File: src/rtl/seg_disp_scheduler.sv
// Two-digit multiplexed 7-segment display controller.
// Holds one 4-bit value per digit, accepts writes from two requesters through a
// round-robin arbitrated valid/ready port, and scans the digits with a lit
// phase followed by an all-segments-off blanking gap to avoid ghosting.
module seg_disp_scheduler #(
    parameter int DIGIT_PERIOD = 1000000,
    parameter int BLANK_CYCLES = 1000,
    parameter int CNT_W        = 21
) (
    input  logic       CLK100MHZ,
    input  logic       rst,
    input  logic       disp_en,
    input  logic       req0_valid,
    input  logic       req0_pos,
    input  logic [3:0] req0_value,
    output logic       req0_ready,
    input  logic       req1_valid,
    input  logic       req1_pos,
    input  logic [3:0] req1_value,
    output logic       req1_ready,
    output logic [6:0] seg_out,
    output logic       digit_sel,
    output logic       scan_tick
);

    typedef enum logic {SHOW, BLANK} scan_state_t;

    localparam logic [CNT_W-1:0] SHOW_LAST  = CNT_W'(DIGIT_PERIOD - 1);
    localparam logic [CNT_W-1:0] BLANK_LAST = CNT_W'((BLANK_CYCLES > 0) ? BLANK_CYCLES - 1 : 0);
    localparam logic [6:0]       GLYPH_ZERO = 7'b0111111;

    scan_state_t      state, state_next;
    logic [CNT_W-1:0] counter, counter_next;
    logic             digit_sel_next;
    logic [6:0]       seg_next;
    logic             tick_next;
    logic             do_switch;
    logic             disp_en_q;
    logic             last_grant;
    logic [3:0]       buf0, buf1;
    logic [3:0]       buf0_next, buf1_next;
    logic             wr_en;
    logic             wr_pos;
    logic [3:0]       wr_value;

    // Values 10-15 have no numeral and show a dash on segment g.
    function automatic logic [6:0] decode(input logic [3:0] v);
        logic [6:0] g;
        case (v)
            4'd0:    g = 7'b0111111;
            4'd1:    g = 7'b0000110;
            4'd2:    g = 7'b1011011;
            4'd3:    g = 7'b1001111;
            4'd4:    g = 7'b1100110;
            4'd5:    g = 7'b1101101;
            4'd6:    g = 7'b1111101;
            4'd7:    g = 7'b0100111;
            4'd8:    g = 7'b1111111;
            4'd9:    g = 7'b1101111;
            default: g = 7'b1000000;
        endcase
        return g;
    endfunction

    // Round-robin grant: on a tie the requester that did not win last time goes.
    always_comb begin
        req0_ready = req0_valid && (!req1_valid || last_grant);
        req1_ready = req1_valid && (!req0_valid || !last_grant);
        wr_en      = req0_ready || req1_ready;
        wr_pos     = req0_ready ? req0_pos   : req1_pos;
        wr_value   = req0_ready ? req0_value : req1_value;
    end

    // Post-write buffer contents, so a switch can show a value written that same cycle.
    always_comb begin
        buf0_next = buf0;
        buf1_next = buf1;
        if (wr_en && !wr_pos) buf0_next = wr_value;
        if (wr_en &&  wr_pos) buf1_next = wr_value;
    end

    // Digit buffers and the arbiter's memory of who was granted last.
    always_ff @(posedge CLK100MHZ) begin
        if (rst) begin
            buf0       <= 4'd0;
            buf1       <= 4'd0;
            last_grant <= 1'b1;
        end else begin
            buf0 <= buf0_next;
            buf1 <= buf1_next;
            if (wr_en) last_grant <= req1_ready;
        end
    end

    // Scan sequencing: phase timing, digit switching and segment refresh rules.
    always_comb begin
        state_next     = state;
        counter_next   = counter + CNT_W'(1);
        digit_sel_next = digit_sel;
        seg_next       = seg_out;
        tick_next      = 1'b0;
        do_switch      = 1'b0;
        case (state)
            SHOW: begin
                if (counter == SHOW_LAST) begin
                    counter_next = '0;
                    if (BLANK_CYCLES > 0) begin
                        state_next = BLANK;
                        seg_next   = '0;
                    end else begin
                        do_switch = 1'b1;
                    end
                end else if (!disp_en) begin
                    seg_next = '0;
                end else if (!disp_en_q) begin
                    seg_next = decode(digit_sel ? buf1 : buf0);
                end
            end
            BLANK: begin
                seg_next = '0;
                if (counter == BLANK_LAST) begin
                    counter_next = '0;
                    do_switch    = 1'b1;
                end
            end
            default: state_next = SHOW;
        endcase
        if (do_switch) begin
            state_next     = SHOW;
            digit_sel_next = ~digit_sel;
            seg_next       = disp_en ? decode(digit_sel ? buf0_next : buf1_next) : 7'd0;
            tick_next      = 1'b1;
        end
    end

    // Scan state register and registered display outputs.
    always_ff @(posedge CLK100MHZ) begin
        if (rst) begin
            state     <= SHOW;
            counter   <= '0;
            digit_sel <= 1'b0;
            seg_out   <= GLYPH_ZERO;
            scan_tick <= 1'b0;
            disp_en_q <= 1'b1;
        end else begin
            state     <= state_next;
            counter   <= counter_next;
            digit_sel <= digit_sel_next;
            seg_out   <= seg_next;
            scan_tick <= tick_next;
            disp_en_q <= disp_en;
        end
    end

endmodule
File: config.mk
export PLATFORM = sky130hd
export DESIGN_NAME = seg_disp_scheduler
export DESIGN_NICKNAME = d
export VERILOG_FILES = /design/src/rtl/seg_disp_scheduler.sv
export SDC_FILE = /design/constraint.sdc
export NUM_CORES = 1
export LEC_CHECK = 0
export CORE_MARGIN = 2
export CORE_UTILIZATION = 50
export DETAILED_ROUTE_END_ITERATION = 12
export PLACE_DENSITY = 0.75
export SYNTH_ARGS = -nofsm -noshare
export SYNTH_HDL_FRONTEND = slang
export SYNTH_SLANG_ARGS = --single-unit
File: constraint.sdc
create_clock -name CLK100MHZ -period 3.15 [get_ports CLK100MHZ]
set_input_delay 0.4725 -clock CLK100MHZ [delete_from_list [all_inputs] [get_ports CLK100MHZ]]
set_output_delay 0.4725 -clock CLK100MHZ [all_outputs]
set_load 0.01 [all_outputs]
==> flow_metrics.env <==
export IMPL_yosys_area_share_simple=0.2547
export IMPL_met2_usage=0.3594
export IMPL_worstMarginPinSlew_ps=713.7
export IMPL_num_vias=2171
export IMPL_min_period_ps=2737
export IMPL_synth_distinct_cells=58
export IMPL_ant_nets=0
export IMPL_synth_top_family_by_area="simple AND/OR/NAND/NOR gates"
export IMPL_wl_um=5301
export IMPL_netlist_instances=288
export IMPL_grt_usage=0.2166
export IMPL_antenna_found_initial=0
export IMPL_overflow=0
export IMPL_r2r_setup_slack_ps=540
export IMPL_drt_iter0_drc=234
export IMPL_ios=26
export IMPL_setup_tns_ps=0
export IMPL_clk_path_buf_depth=2
export IMPL_grt_busiest_layer="met2"
export IMPL_grt_max_degree=22
export IMPL_place_congestion=0.9698
export IMPL_yosys_top_cells_count="41 x dfxtp_1, 41 x nor2_1, 14 x inv_1, 14 x o21ai_0, 13 x nand2_1"
export IMPL_yosys_warnings=0
export IMPL_drive_gt1_frac=0.08917
export IMPL_cts_num_sinks=41
export IMPL_relSlewSlack=0.5227
export IMPL_min_path_type="reg -> reg"
export IMPL_p_sw_frac=0.2971
export IMPL_synthArstFlopShare=0
export IMPL_synth_edf_count=0
export IMPL_synth_compound_area_frac=0.2167
export IMPL_cts_tree="built"
export IMPL_startpoint_type="primary input"
export IMPL_die_y_um=73.32
export IMPL_synth_top_cell_area_share=0.3417
export IMPL_yosysTopAreaCell="dfxtp_1"
export IMPL_cell_internal_pwr_uw=810.2
export IMPL_syn_area_um2=2402
export IMPL_die_x_um=73.32
export IMPL_period_share=0.8690
export IMPL_port_buffers=25
export IMPL_cp_data_required_time_ps=3330
export IMPL_grtUsageMet1=0.2703
export IMPL_powerDensity_nw_per_um2=413.3
export IMPL_cts_buffers=5
export IMPL_path_max_fanout=12
export IMPL_wl_per_cell_um=14.40
export IMPL_synthTopCellsByArea="dfxtp_1 34%, nor2_1 6.4%, ha_1 4.7%, xnor2_1 4.4%, a311oi_1 3.3%"
export IMPL_synth_adder_area_share=0.04688
export IMPL_clock_power_share=0.304
export IMPL_clk_pin_slew_worst_paths_ps=80
export IMPL_clk_latency_ps=300
export IMPL_route_detailed_drc=0
export IMPL_initial_core_util=0.5120
export IMPL_row_count=25
export IMPL_arrival_ps=2920
export IMPL_ys_ff_latch=41
export IMPL_maxCapViolCount=0
export IMPL_num_nets_final=337
export IMPL_gr_usage_met3=0.05350
export IMPL_peakVddDrop_v=0.0003178
export IMPL_yosysSeqAreaShare=0.3417
export IMPL_p_switching_uw=342.5
export IMPL_fin_skew_ps=2.855
export IMPL_vias_per_cell=5.899
export IMPL_avgSynthCellArea_um2=8.341
export IMPL_cts_resized=0
export IMPL_cts_setup_buffers=0
export IMPL_path_class="in -> reg"
export IMPL_p_seq_frac=0.485
export IMPL_dp_hpwl_um=3980
export IMPL_hold_viol_final=0
export IMPL_n_antenna_cell=0
export IMPL_drt_pass1_iterations=4
export IMPL_critPathCaptureType="flop"
export IMPL_p_comb_frac=0.211
export IMPL_h_tree_depth=2
export IMPL_rsz0062_at_grt="no"
export IMPL_synth_ff_type="dfxtp_1"
export IMPL_core_area_um2=4692
export IMPL_cts_root_buffer="clkbuf_8"
export IMPL_fmaxAchievable_mhz=365.3
export IMPL_leakage_uw=0.001067
export IMPL_die_area_um2=5375
export IMPL_synth_nets=312
export IMPL_run_status="complete, no violations"
export IMPL_setup_ws_ps=412.8
export IMPL_area_delta_synth_final_pct=16.09
export IMPL_slew_viol_final=0
export IMPL_synth_xor_area_frac=0.07292
export IMPL_cts_hold_buf=0
export IMPL_muxShareOfSynthArea=0.02708
export IMPL_pre_cts_ws_ps=144.7
export IMPL_grt_pass1_wl_um=9211
export IMPL_grt_pass1_vias=2123
export IMPL_setup_viol=0
final cells by class:
type                            count  area (µm²)
Multi-Input combinational cell    223        1485
Clock inverter                      3       21.27
Tap cell                           54       67.56
Clock buffer                        5       68.82
Sequential cell                    41       820.8
Timing Repair Buffer               28       272.8
Inverter                           14       52.55
Fill cell                         431        1903
cell families (layout without fill, tap and decap cells):
logic type	count (synthesis)	count (layout)
AOI/OAI and AO/OA	72	72
xor gates and xnor gates	20	20
adders and majority gates	9	9
buffers and inverters	24	50
DFF	41	41
muxes	6	6
and+or+nand+nor	116	116
final timing paths:
path	cells past startpoint	to	startpoint
max reg2reg	7	seg_out[0]$_SDFFE_PP1P_	counter[8]$_SDFF_PP0_
min reg2reg	1	counter[0]$_SDFF_PP0_	counter[0]$_SDFF_PP0_
max	7	seg_out[5]$_SDFFE_PP1P_	req0_valid
min	1	counter[0]$_SDFF_PP0_	counter[0]$_SDFF_PP0_
power groups by stage:
stage	clock network, µW	logic [µW]	registers [µW]
floorplan	0	159	570
global placement	0	239	571
detailed placement	0	240	571
CTS	363	241	559
global route	382	272	562
finish	350	244	559
registers in the layout (all words and copies together), names as in the netlist:
name	count
counter	21
seg_out	7
buf0	4
buf1	4
digit_sel	1
disp_en_q	1
last_grant	1
scan_tick	1
state	1
critical path, stage by stage:
cell and delay (ps):
clkdlybuf4s50_1 580, a21boi_2 410, a22oi_1 210, o311ai_0 500, and2_1 410, nor3b_1 250
o31ai_1 80
metrics by stage:
stage                 util  total power, µW  instances  hold slack, ps  cell area [µm²]
CTS                 0.5944             1163        368           451.9             2789
global route        0.5944             1216        368           488.4             2789
detailed placement  0.5752            810.8        360           439.3             2699
finish              0.5944             1153        368           448.1             2789
floorplan                -            728.6        288           412.9             2402
global placement    0.5752            809.9        360           428.2             2699
cell usage in the layout (no fill, tap or decap), drive strengths merged, types with 7 or more instances in the layout:
master / instances
nand4: 7
ha: 9
and2: 7
xor2: 8
nand3: 9
nor2: 41
and3: 11
nor3: 7
xnor2: 12
dfxtp: 41
a21oi: 11
inv: 15
nand2: 14
o21ai: 14
clkdlybuf4s50: 25
a311oi: 9
routing by layer:
metal	routed length, µm	part of all wire
met5	0	0
met4	87	0.016
met3	277	0.052
met1	2366	0.45
met2	2570	0.48
Note: power is estimated with default switching activity, not from simulation.
